## src/rtl/led_pattern_pkg.sv

```systemverilog
// Shared encodings for the LED pattern engine: mode codes, scan FSM states
// and the breathe level width.
package led_pattern_pkg;

    localparam logic [1:0] MODE_COUNT   = 2'd0;
    localparam logic [1:0] MODE_SCAN    = 2'd1;
    localparam logic [1:0] MODE_BLINK   = 2'd2;
    localparam logic [1:0] MODE_BREATHE = 2'd3;

    typedef enum logic {
        SCAN_UP   = 1'b0,
        SCAN_DOWN = 1'b1
    } scan_state_t;

    localparam int LEVEL_BITS = 4;

endpackage

```

## src/rtl/tick_divider.sv

```systemverilog
// Prescaler: counts 0..DIV-1 while enabled and emits a registered one-cycle
// tick in the cycle after the terminal count. clr restarts it with no tick.
module tick_divider #(
    parameter int DIV = 4
) (
    input  logic CLK,
    input  logic RST,
    input  logic en,
    input  logic clr,
    output logic tick
);

    localparam int CNT_W = (DIV > 1) ? $clog2(DIV) : 1;
    localparam logic [CNT_W-1:0] CNT_LAST = CNT_W'(DIV - 1);

    logic [CNT_W-1:0] r_cnt;
    logic             r_tick;

    always_ff @(posedge CLK or posedge RST) begin
        if (RST) begin
            r_cnt  <= '0;
            r_tick <= 1'b0;
        end else if (clr) begin
            r_cnt  <= '0;
            r_tick <= 1'b0;
        end else if (en) begin
            if (r_cnt == CNT_LAST) begin
                r_cnt  <= '0;
                r_tick <= 1'b1;
            end else begin
                r_cnt  <= r_cnt + 1'b1;
                r_tick <= 1'b0;
            end
        end else begin
            r_tick <= 1'b0;
        end
    end

    assign tick = r_tick;

endmodule

```

## src/rtl/led_pattern_gen.sv

```systemverilog
// LED pattern engine: prescaled step tick drives COUNT, SCAN, BLINK or PWM
// BREATHE patterns onto N_LEDS registered outputs.
module led_pattern_gen
    import led_pattern_pkg::*;
#(
    parameter int CLK_HZ   = 12000000,
    parameter int TICK_HZ  = 8,
    parameter int N_LEDS   = 4,
    parameter int PWM_BITS = 8
) (
    input  logic              CLK,
    input  logic              RST,
    input  logic [1:0]        MODE,
    input  logic              PAUSE,
    output logic [N_LEDS-1:0] LED,
    output logic              TICK
);

    localparam int DIV   = CLK_HZ / TICK_HZ;
    localparam int POS_W = (N_LEDS > 1) ? $clog2(N_LEDS) : 1;
    localparam logic [POS_W-1:0]      POS_LAST  = POS_W'(N_LEDS - 1);
    localparam logic [LEVEL_BITS-1:0] LEVEL_MAX = '1;

    if (DIV < 2) begin : g_chk_div
        $error("led_pattern_gen: CLK_HZ/TICK_HZ must be at least 2");
    end
    if (PWM_BITS < LEVEL_BITS) begin : g_chk_pwm
        $error("led_pattern_gen: PWM_BITS must be at least 4");
    end
    if (N_LEDS < 1) begin : g_chk_leds
        $error("led_pattern_gen: N_LEDS must be at least 1");
    end

    logic [1:0]            r_mode;
    logic [N_LEDS-1:0]     r_step;
    scan_state_t           r_scan_state;
    logic [POS_W-1:0]      r_pos;
    logic [LEVEL_BITS-1:0] r_level;
    logic                  r_rising;
    logic [PWM_BITS-1:0]   r_pwm;
    logic [N_LEDS-1:0]     r_led;

    logic                  w_mode_chg;
    logic                  w_tick;
    logic                  w_step_en;
    logic [N_LEDS-1:0]     w_step_next;
    scan_state_t           w_scan_state_next;
    logic [POS_W-1:0]      w_pos_next;
    logic [LEVEL_BITS-1:0] w_level_next;
    logic                  w_rising_next;
    logic [PWM_BITS-1:0]   w_duty;
    logic [N_LEDS-1:0]     w_led_next;

    // A mode change restarts the prescaler and wins over PAUSE.
    assign w_mode_chg = (MODE != r_mode);
    assign w_step_en  = w_tick && !PAUSE;

    tick_divider #(
        .DIV (DIV)
    ) u_tick_divider (
        .CLK  (CLK),
        .RST  (RST),
        .en   (!PAUSE),
        .clr  (w_mode_chg),
        .tick (w_tick)
    );

    // Scan FSM, process 1 of 3: state register.
    always_ff @(posedge CLK or posedge RST) begin
        if (RST) begin
            r_scan_state <= SCAN_UP;
            r_pos        <= '0;
        end else begin
            r_scan_state <= w_scan_state_next;
            r_pos        <= w_pos_next;
        end
    end

    // Scan FSM, process 2 of 3: next state.
    // NOTE: every always_comb output gets a default first so no latch is inferred.
    always_comb begin
        w_scan_state_next = r_scan_state;
        w_pos_next        = r_pos;
        if (w_mode_chg) begin
            w_scan_state_next = SCAN_UP;
            w_pos_next        = '0;
        end else if (w_step_en && (N_LEDS > 1)) begin
            case (r_scan_state)
                SCAN_UP: begin
                    if (r_pos == POS_LAST) begin
                        w_scan_state_next = SCAN_DOWN;
                        w_pos_next        = r_pos - 1'b1;
                    end else begin
                        w_pos_next = r_pos + 1'b1;
                    end
                end
                SCAN_DOWN: begin
                    if (r_pos == '0) begin
                        w_scan_state_next = SCAN_UP;
                        w_pos_next        = r_pos + 1'b1;
                    end else begin
                        w_pos_next = r_pos - 1'b1;
                    end
                end
            endcase
        end
    end

    always_comb begin
        w_step_next = r_step;
        if (w_mode_chg) begin
            w_step_next = '0;
        end else if (w_step_en) begin
            w_step_next = r_step + 1'b1;
        end
    end

    always_comb begin
        w_level_next  = r_level;
        w_rising_next = r_rising;
        if (w_mode_chg) begin
            w_level_next  = '0;
            w_rising_next = 1'b1;
        end else if (w_step_en) begin
            if (r_rising) begin
                if (r_level == LEVEL_MAX) begin
                    w_rising_next = 1'b0;
                    w_level_next  = r_level - 1'b1;
                end else begin
                    w_level_next = r_level + 1'b1;
                end
            end else begin
                if (r_level == '0) begin
                    w_rising_next = 1'b1;
                    w_level_next  = r_level + 1'b1;
                end else begin
                    w_level_next = r_level - 1'b1;
                end
            end
        end
    end

    assign w_duty = PWM_BITS'(w_level_next) << (PWM_BITS - LEVEL_BITS);

    // Scan FSM, process 3 of 3: output decode, folded into the LED mux.
    // Decoding next-state values lets LED move on the same edge as the state.
    always_comb begin
        w_led_next = '0;
        case (MODE)
            MODE_COUNT:   w_led_next = w_step_next;
            MODE_SCAN:    w_led_next = N_LEDS'(1) << w_pos_next;
            MODE_BLINK:   w_led_next = {N_LEDS{w_step_next[0]}};
            MODE_BREATHE: w_led_next = {N_LEDS{(r_pwm < w_duty)}};
            default:      w_led_next = '0;
        endcase
    end

    always_ff @(posedge CLK or posedge RST) begin
        if (RST) begin
            r_mode   <= MODE_COUNT;
            r_step   <= '0;
            r_level  <= '0;
            r_rising <= 1'b1;
            r_pwm    <= '0;
            r_led    <= '0;
        end else begin
            r_mode   <= MODE;
            r_step   <= w_step_next;
            r_level  <= w_level_next;
            r_rising <= w_rising_next;
            r_pwm    <= r_pwm + 1'b1;
            r_led    <= w_led_next;
        end
    end

    assign LED  = r_led;
    assign TICK = w_tick;

endmodule
```

## config.mk

```make
export PLATFORM = sky130hd
export DESIGN_NAME = led_pattern_gen
export DESIGN_NICKNAME = d
export VERILOG_FILES = /design/src/rtl/led_pattern_pkg.sv /design/src/rtl/tick_divider.sv /design/src/rtl/led_pattern_gen.sv
export SDC_FILE = /design/constraint.sdc
export NUM_CORES = 1
export LEC_CHECK = 0
export ABC_CLOCK_PERIOD_IN_PS = 2300
export CAP_MARGIN = 20
export CELL_PAD_IN_SITES_DETAIL_PLACEMENT = 1
export CELL_PAD_IN_SITES_GLOBAL_PLACEMENT = 2
export CORE_ASPECT_RATIO = 0.8
export CORE_UTILIZATION = 37
export CTS_BUF_LIST = sky130_fd_sc_hd__clkbuf_4
export DETAILED_ROUTE_END_ITERATION = 8
export GPL_TIMING_DRIVEN = 0
export HOLD_SLACK_MARGIN = 0.12
export PLACE_DENSITY_LB_ADDON = 0.12
export SYNTH_ARGS = -nofsm -noshare
export SYNTH_HDL_FRONTEND = slang
export SYNTH_SLANG_ARGS = --single-unit
```

## constraint.sdc

```tcl
create_clock -name CLK -period 2.3 [get_ports CLK]
set_input_delay 0.46 -clock CLK [delete_from_list [all_inputs] [get_ports CLK]]
set_output_delay 0.46 -clock CLK [all_outputs]
set_load 0.01 [all_outputs]
```

Yosys cells after proc, flatten, opt, wreduce, memory -nomap -nowiden
Index checks and enable logic that the tools add are counted.

Flip-flop bits (word level): 48. Input port bits: 5. Output and inout bits: 5. Logic and storage cells: 63.

Add/subtract/negate cells: 7. Magnitude comparators: 1. Equal/unequal tests: 8. Shift-type cells: 1. Muxes and demuxes: 29. Bitwise operators: 1. Reduce and logical (&&, ||, !) cells: 6.

Operators by type and width (number): $mux W21 (3); $mux W4 (7); $add A21 B1 Y21 const B (1); $eq A21 B21 Y1 const B (1); $pmux W4 S4 (1); $mux W1 (12); $add A4 B1 Y4 const B (2); $add A8 B1 Y8 const B (1); $lt A8 B8 Y1 (1); $mux W2 (4); $eq A2 B2 Y1 const B (3); $eq A4 B4 Y1 const B (1); $logic_not A2 Y1 (2); $logic_not A4 Y1 (1); $pmux W2 S2 (1); $shl A1 B2 Y4 const A (1); $sub A4 B1 Y4 const B (1); $add A2 B1 Y2 const B (1); $eq A2 B1 Y1 const B (1); $ne A2 B1 Y1 const B (1); $ne A2 B2 Y1 (1); $pmux W1 S2 (1); $reduce_bool A2 Y1 (1); $sub A2 B1 Y2 const B (1); other kinds (3) (3).

Depth between registers and ports, before layout
Gate-level depths: netlist (run 1).

Depth in word-level cells: 7. Depth in mapped cells: 13. Mapped depth without buffers: 13.

Modules after synthesis
A second synthesis (run 1) with hierarchy kept.

Cell total of the unflattened synthesis: 287. Area total of the unflattened synthesis: 2727.6 um^2.

Modules (own cells, without submodules): led_pattern_gen (instances 1, cells an instance 150, area each 1481.4 um^2, sequential area each 651.9 um^2); tick_divider (instances 1, cells an instance 137, area each 1246.2 um^2, sequential area each 550.5 um^2).

Worst setup path after synthesis (run 1)
Ideal clock, no wire load.

Kind: register -> register. From: reg r_level[0]. To: reg r_led[1] (netlist: LED[1]). Setup time: 0.086 ns. Arrival: 2.373 ns. Required time: 2.214 ns. Setup slack: -0.159 ns. Stages on the path, launching flop included: 14. Path buffers: 0. Period minus slack after synthesis: 2.459 ns. Cells stage by stage: dfrtp_1 > inv_1 > ha_1 > nor2_1 > mux2i_1 > mux2_2 > o21ai_0 > nand2_1 > ha_1 > nand2_1 > nand3_1 > o31ai_1 > a21oi_1 > nor3_1.

Word-level cells in the longest chain between the ends: 7. Elaborated cells on any way between the ends: 11. Classes of those cells: add/sub: 2; order compare: 1; eq/ne: 1; mux: 6; reduce/logical: 1.

Ends and longest elaborated chain: start, declared (RTL line led_pattern_gen.sv:38) `logic [LEVEL_BITS-1:0] r_level;`; start signal, assigned (RTL line led_pattern_gen.sv:169) `r_level <= w_level_next;`; $sub A4 B1 Y4 (tied with other cells) (RTL line led_pattern_gen.sv:128, led_pattern_gen.sv:137); $mux W4, on equally long branches (RTL line led_pattern_gen.sv:133, led_pattern_gen.sv:126); $mux W4 (RTL line led_pattern_gen.sv:125) `if (r_rising) begin`; $mux W4 * (RTL line led_pattern_gen.sv:124) `end else if (w_step_en) begin`; $mux W4 * (RTL line led_pattern_gen.sv:121) `if (w_mode_chg) begin`; $lt A8 B8 Y1 * (RTL line led_pattern_gen.sv:153) `MODE_BREATHE: w_led_next = {N_LEDS{(r_pwm < w_duty)}};`; $pmux W4 S4 * (RTL line led_pattern_gen.sv:149) `case (MODE)`; named net w_led_next[1] (RTL line led_pattern_gen.sv:52) `logic [N_LEDS-1:0] w_led_next;`; end signal, assigned (RTL line led_pattern_gen.sv:172) `r_led <= w_led_next;`; end, declared (RTL line led_pattern_gen.sv:41) `logic [N_LEDS-1:0] r_led;`.

The timed path passes the listed nets; every way through them passes the cells marked *. A chain may end at the register's enable or synchronous reset.

Worst setup path in the final report (run 1)
From: reg r_level[0]. To: reg r_led[3] (netlist: LED[3]).

The elaborated chain is that of the path after synthesis.

==> metrics, run 1 <==
status=finished with violations; failing checks=negative setup slack; Final period util=1.127; Req. time, crit path=2560 ps; Post-synth top flop=dfrtp_1; vias in the first global route=2,162; Post-DRT Antenna Nets=0; placed instance count=361; H-tree depth=2; Synth cell types=54; Max Fanout on Critical Path=5; compound-gate portion of the synthesized area=0.1067; Mapped Avg Cell Area=9.752 sq um; layout cells sized above 1=0.2162; total track usage=0.1935; clk sinks=48; top cells by area, synth=dfrtp_1 45%, xor2_1 5.0%, xnor2_1 4.7%; drt wl/cell=17.12 um; Crit path top cell by count=buf_4; power per cell area=445.6 mW/mm^2; initial antenna violation count=0; Setup CP Type=flip-flop to flip-flop; MaxCap Viol Count=0; largest family of logic cells by synthesized area=simple AND/OR/NAND/NOR gates; worst-margin pin slew=680.0 ps; GR Overflow Total=0; commonest non-fill, non-tap cell in the layout=dfrtp_1; mux contribution to synthesized area=0.01201; Finished Cell Area=0.003134 sq mm; worst hold path type=input pin to async pin; CTS tree=built; Clk pin slew, worst setup/hold paths=140 ps; cell at the slowest stage of the critical path=dfrtp_2; root buffer cell=clkbuf_4; Num CTS Buffers=5; via count=2,005; Post-Synth Adder-Cell Area=0.03844; warnings from Yosys=0; commonest cells after routing, fill and taps aside=46 x dfrtp_1, 28 x nor2_1, 22 x nand2_1, 16 x nand3_1, 15 x xor2_1; crit end category=flip-flop; DRC violations left=0; FP Rows=26; RSZ-0062 raised after global routing=true; #FFs+latches synth=48; largest net degree at the start of global routing=34; Layout Nets=308; Finish-stage setup viols=4; clk_lat worst skew=350 ps; Syn Inst Count=267; final hold viol count=0; global-route wire length before repair=10.84 mm; DR vias/cell=5.276; Die H=77.03 um; placed inst area=0.002826 sq mm; CORE AREA=0.006604 sq mm; IR drop worst, VDD=0.2586 mV; antenna fix cells=0; Setup crit start kind=flip-flop; Port Buffers=9; Tmin final=2592 ps; Peak Freq=0.3858 GHz; final core area utilization=0.4746; slowest stage delay, CP=470 ps; DRT Pass-1 Iters=4; HPWL after DPL=4.637 mm; PnR worst setup slack=-292.1 ps; Post-Synthesis Cell Area=0.002604 sq mm; Synth Area in Simple Gates=0.2403; Layout fillers=745; Total Wirelength=6.505 mm; worst-case clock buffer depth=2; Post-synth EDFFs=0; Die X-Extent=95.79 um; post-synth top area share=0.4517; critical path arrival=2860 ps; Die ar.=0.007379 sq mm; Top Ports=10; Post-Synth XOR/XNOR Area=0.1038; initial cell density of the core=0.3943; max-slew violations=0; Slew HR=0.5425; final weighted congestion in routability-driven placement=0.7614; Cell Count, Final, Fillers Out=380; worst-path cell chain=inv_2, ha_4, buf_4, buf_4, xor2_1, o22ai_1, nand2_1, o211ai_1, ha_1, o211ai_1, a31oi_2, o31ai_4, buf_4, o22a_1; P&R area growth vs syn=20.37%; post-synth net total=280; Async SR Flop Fraction=1.000; 1st-iter DRT viols=79; clock skew=4.351 ps; Pleak=0.001321 uW; largest area contributor in the netlist=dfrtp_1; post-synthesis sequential area ratio=0.4618
[synth_stat cells (all sizes together) (3+ instances only)]
| library cell | instances |
|---|---|
| dfrtp | 47 |
| nor2 | 28 |
| nand2 | 23 |
| nand3 | 17 |
| xnor2 | 15 |
| xor2 | 15 |
| inv | 13 |
| a21oi | 9 |
| ha | 8 |
| o21ai | 8 |
| nand4 | 7 |
| and3 | 6 |
| nor3 | 6 |
| clkbuf | 5 |
| a31oi | 4 |
| and2 | 4 |
| nor2b | 4 |
| o211ai | 4 |
| o31ai | 4 |
| buf | 3 |
| nor4 | 3 |
| nor4b | 3 |
[cell families after synthesis]
group | after synthesis
and+or+nand+nor | 117
DFF | 48
AOI/OAI and AO/OA | 40
xor gates and xnor gates | 30
buffers and inverters | 21
adders and majority gates | 8
muxes | 3
[path summary, 6_finish.rpt]
path | startpoint | endpoint | slack (ps) | cells after the start
min | RST | LED[0]$_DFF_PP0_ | 380 | 2
min in group CLK | r_pwm[0]$_DFF_PP0_ | r_pwm[0]$_DFF_PP0_ | 500 | 1
min reg2reg | r_pwm[0]$_DFF_PP0_ | r_pwm[0]$_DFF_PP0_ | 500 | 1
max | r_level[0]$_DFF_PP0_ | LED[3]$_DFF_PP0_ | -290 | 14
max reg2reg | r_level[0]$_DFF_PP0_ | LED[3]$_DFF_PP0_ | -290 | 14
max in group asynchronous | RST | r_rising$_DFFE_PP1P_ | 1330 | 3
[routing by layer]
layer  global-route usage  vias to the layer above  part of all wire
met3              0.03274                        2             0.014
met2               0.2721                       13              0.44
met4              0.04179                        0            0.0045
met1               0.3059                      992              0.54
met5                    0                        -                 0
li1                     -                      998                 -
[through the flow]
stage	total power [uW]	TNS [ps]	setup WS (ps)	hold WS [ps]
final	1397	-1022	-292.1	383.9
after global routing	1463	-1529	-418.1	401.3
after CTS	1407	-1107	-316.0	390.3
after detailed placement	1003	-6084	-1043	475.8
after global placement	997.1	-23930	-1072	463.2
after floorplan	950.0	-98.51	-53.90	436.6
[timing repair]
item	4_1_cts	5_1_grt
pin swaps	10	15
setup endpoints to repair	4	15
setup buffers	9	3
gates resized for setup	19	16
gates cloned	0	0
hold buffers	0	0
[critical path: cells and delay by family, from the launching register on]
family | cells | cell delay, ps
AOI/OAI and AO/OA | 6 | 890
DFF | 1 | 470
adders and majority gates | 2 | 450
buffers and inverters | 4 | 440
xor gates and xnor gates | 1 | 150
and+or+nand+nor | 1 | 110
[registers in the layout, summed over array words and instances (netlist names)]
| register | count |
|---|---|
| r_pos | 2 |
| r_step | 4 |
| r_scan_state | 1 |
| r_level | 4 |
| LED | 4 |
| r_mode | 2 |
| r_rising | 1 |
| u_tick_divider.tick | 1 |
| r_pwm | 8 |
| u_tick_divider.r_cnt | 21 |
[final cells by class]
class / instances / area [sq um] / area share
plain buffers: 7 / 53.80 / 0.01717
clock buffers: 5 / 37.54 / 0.01198
clock inverters: 3 / 13.76 / 0.004391
inverters: 13 / 48.80 / 0.01557
multi-input cells: 198 / 1456 / 0.4647
flip-flops and latches: 48 / 1204 / 0.3840
well taps: 84 / 105.1 / 0.03353
repair buffers: 22 / 215.2 / 0.06866
[power by group]
part / leakage, uW / switching, uW / internal (uW)
clock network: 0.0000324 / 273 / 113
registers: 0.000641 / 5.43 / 852
logic: 0.000647 / 89.8 / 64.0
(Power assumes the default switching activity.)
==> run 2, diff against run 1 <==
--- a/config.mk
+++ b/config.mk
@@ -5,16 +5,18 @@
 export SDC_FILE = /design/constraint.sdc
 export NUM_CORES = 1
 export LEC_CHECK = 0
+export ABC_AREA = 1
 export ABC_CLOCK_PERIOD_IN_PS = 2300
 export CAP_MARGIN = 20
 export CELL_PAD_IN_SITES_DETAIL_PLACEMENT = 1
 export CELL_PAD_IN_SITES_GLOBAL_PLACEMENT = 2
 export CORE_ASPECT_RATIO = 0.8
-export CORE_UTILIZATION = 37
+export CORE_UTILIZATION = 35
 export CTS_BUF_LIST = sky130_fd_sc_hd__clkbuf_4
+export CTS_CLUSTER_SIZE = 12
 export DETAILED_ROUTE_END_ITERATION = 8
 export GPL_TIMING_DRIVEN = 0
-export HOLD_SLACK_MARGIN = 0.12
+export HOLD_SLACK_MARGIN = 0.1
 export PLACE_DENSITY_LB_ADDON = 0.12
 export SYNTH_ARGS = -nofsm -noshare
 export SYNTH_HDL_FRONTEND = slang
==> run 2 against run 1 <==
  * The run now ends clean
  * Area after synthesis is 9.2% higher
  * Flip-flop and latch count stayed put
  * Routed wire length is 6.5% higher
  * Via count is 17% higher
  * Clock skew is 12 ps higher
  * Clock power is 6.0% higher
  * First-iteration DRC count is 14% higher
  * Critical endpoint unchanged
  * Largest power group unchanged
  * Highest routed layer unchanged
==> metrics, run 2 <==
Die X-Extent=102.8 um; total track usage=0.1776; Post-DRT Antenna Nets=0; largest family of logic cells by synthesized area=simple AND/OR/NAND/NOR gates; count leader, synth=nand2_1; commonest cells after routing, fill and taps aside=75 x nand2_1, 47 x dfrtp_1, 37 x inv_1, 30 x nand3_1, 29 x nor2_1; Reg power frac=0.614; HPWL after DPL=5.309 mm; P&R area growth vs syn=14.61%; H-tree depth=2; Reg2Reg Depth=13; Slew HR=0.6298; clock skew=16.53 ps; Synth cell types=34; 1st-iter DRT viols=90; post-synth top area share=0.4137; dpl ws=-743.4 ps; post-synthesis sequential area ratio=0.4230; Final period util=0.9541; Finish-stage setup viols=0; largest area contributor in the netlist=dfrtp_1; Layout fillers=1,005; warnings from Yosys=0; max FFs per register=21; Crit path buffers/inverters=0; worst hold path type=input pin to flip-flop; Die ar.=0.008489 sq mm; CTS tree=built; Die H=82.61 um; Post-synth top cells=78 x nand2_1, 47 x dfrtp_1, 39 x inv_1, 33 x nand3_1, 29 x nor2_1; Mapped Avg Cell Area=8.008 sq um; via count=2,343; top flop regs=u_tick_divider.r_cnt: 21 flops, r_pwm: 8 flops; MaxCap Viol Count=0; cell at the slowest stage of the critical path=dfrtp_1; crit end category=flip-flop; Async SR Flop Fraction=1.000; worst-margin pin slew=554.5 ps; Max Fanout on Critical Path=4; commonest non-fill, non-tap cell in the layout=nand2_1; mux contribution to synthesized area=0; slowest stage delay, CP=420 ps; initial antenna violation count=1; critical path arrival=2430 ps; CORE AREA=0.007910 sq mm; worst-case clock buffer depth=2; power per cell area=426.2 mW/mm^2; Syn Inst Count=355; Critical Path Stages=13; worst-path cell chain=ha_2, nand2_2, o21ai_2, nand2_2, or2_2, nand3_2, nand3_4, ha_4, nand2_1, nand2_1, nand2_2, nand3_4, nand4_1; Reg-to-Reg Start=r_level[1]$_DFF_PP0_; initial cell density of the core=0.3594; FF-to-FF setup slack=110 ps; #FFs+latches synth=48; Clk pin slew, worst setup/hold paths=150 ps; Layout Nets=390; layout cells sized above 1=0.2169; largest net degree at the start of global routing=26; Post-Synthesis Cell Area=0.002843 sq mm; hold_buf cts=0; hold_ws=267.0 ps; combinational share of power=0.092; Post-Synth Adder-Cell Area=0.03521; Clock power frac=0.295; largest reg by FF count=u_tick_divider.r_cnt; Post-synth EDFFs=0; Synth Area in Simple Gates=0.3627; FP Rows=29; sw frac=0.2783; Setup crit start kind=flip-flop; status=completed; delay-heaviest family, CP=simple AND/OR/NAND/NOR gates; multi-input gate area in the final layout=0.001491 sq mm; Tmin final=2195 ps; Internal=1002 uW; Crit. Startpoint=r_level[1]$_DFF_PP0_; DR vias/cell=4.811; GR Overflow Total=0; Total Wirelength=6.925 mm; vias in the first global route=2,226; Setup CP Type=flip-flop to flip-flop; root buffer cell=clkbuf_4; PnR worst setup slack=105.5 ps; Pleak=0.001464 uW; Peak Freq=0.4557 GHz; Port Buffers=9; Crit path top cell by count=nand2_2; Top Ports=10; final hold viol count=0; Post-Synth XOR/XNOR Area=0.04313; global-route wire length before repair=11.36 mm; Post-synth top flop=dfrtp_1; drt wl/cell=14.22 um; top cells by area, synth=dfrtp_1 41%, nand2_1 10%, nand3_1 5.8%; Num CTS Buffers=5; post-synth net total=368; final weighted congestion in routability-driven placement=0.7633; DRC violations left=0; Worst setup endpoint=LED[3]$_DFF_PP0_; max-slew violations=0; Req. time, crit path=2540 ps; DRT Pass-1 Iters=4; compound-gate portion of the synthesized area=0.05766; clk sinks=48; Reg area=0.001202 sq mm; Worst R2R End=LED[3]$_DFF_PP0_; clk_lat worst skew=370 ps; Net Switching=386.4 uW; IR drop worst, VDD=0.2079 mV
==> run 2: changes by cell type in the layout (fill, tap and decap cells not counted), moves of 6 or more <==
cell	previous run	this run
nor2_2	0	11
nand3_1	16	30
inv_2	3	11
inv_1	10	37
nand2_1	22	75
nor2_4	0	6
nor3_2	1	7
nand4_1	7	16
xnor2_1	13	3
nand2_2	1	7
==> run 2: through the flow <==
step           instance area [sq um]  setup TNS, ps    util  total power, uW  cells
3_5_place_dp                    3088          -2936  0.3904            992.6    473
6_report                        3258              0  0.4119             1389    487
2_1_floorplan                   2843              0       -            944.7    355
3_3_place_gp                    3068         -22790  0.3879            988.4    472
5_1_grt                         3258         -47.08  0.4119             1453    487
4_1_cts                         3169              0  0.4007             1411    483
==> run 2: worst min-delay path by stage <==
| stage | from | endpoint | slack [ps] | cells past startpoint |
|---|---|---|---|---|
| 2_1_floorplan | r_pwm[0]$_DFF_PP0_ | r_pwm[0]$_DFF_PP0_ | 420 | 1 |
| 3_3_place_gp | r_pwm[0]$_DFF_PP0_ | r_pwm[0]$_DFF_PP0_ | 440 | 1 |
| 3_5_place_dp | r_pwm[0]$_DFF_PP0_ | r_pwm[0]$_DFF_PP0_ | 440 | 1 |
| 4_1_cts | MODE[0] | r_mode[0]$_DFF_PP0_ | 420 | 1 |
| 5_1_grt | MODE[0] | r_mode[0]$_DFF_PP0_ | 250 | 1 |
| 6_report | MODE[0] | r_mode[0]$_DFF_PP0_ | 270 | 1 |
==> run 2: logic make-up after synthesis <==
family          count (synthesis)
compound gates                 30
xor+xnor                       14
fa+ha+maj                       8
buf+inv                        54
flops                          48
simple gates                  201
==> run 2: power by group through the flow <==
stage / Clock [uW] / Sequential [uW] / Combinational, uW
finish: 409 / 852 / 127
global route: 456 / 854 / 144
CTS: 430 / 853 / 128
detailed placement: 0 / 868 / 124
global placement: 0 / 868 / 121
floorplan: 0 / 868 / 76.9
==> run 2: final cells by class <==
cell class / instances / share of cell area
multi-input combinational: 253 / 0.4578
sequential: 48 / 0.3690
inverter: 49 / 0.05722
timing repair buffer: 15 / 0.04416
tap: 108 / 0.04147
buffer: 5 / 0.01229
clock buffer: 5 / 0.01152
clock inverter: 3 / 0.005760
antenna: 1 / 0.0007681
==> run 2: repair_timing <==
item	4_1_cts	5_1_grt
resized for setup	6	17
setup buffers	2	3
endpoints found under the setup margin	4	4
hold endpoints to repair	0	0
pin swaps	1	8
==> run 2: metal layers <==
layer  track usage  up-vias  routed length, um
met2        0.2627       14               2959
met3       0.03114        2                126
met1        0.2706     1136               3803
met4       0.02958        0                 35
li1              -     1191                  -
met5             0        -                  0
==> run 2: worst reg2reg max path, cell delays in order, from the launching register on <==
cell     delay (ps)
dfrtp_1         420
ha_2            210
nand2_2          70
o21ai_2         170
nand2_2         100
or2_2           290
nand3_2          80
nand3_4          80
ha_4            260
nand2_1          50
nand2_1          70
nand2_2          80
nand3_4         100
nand4_1          90
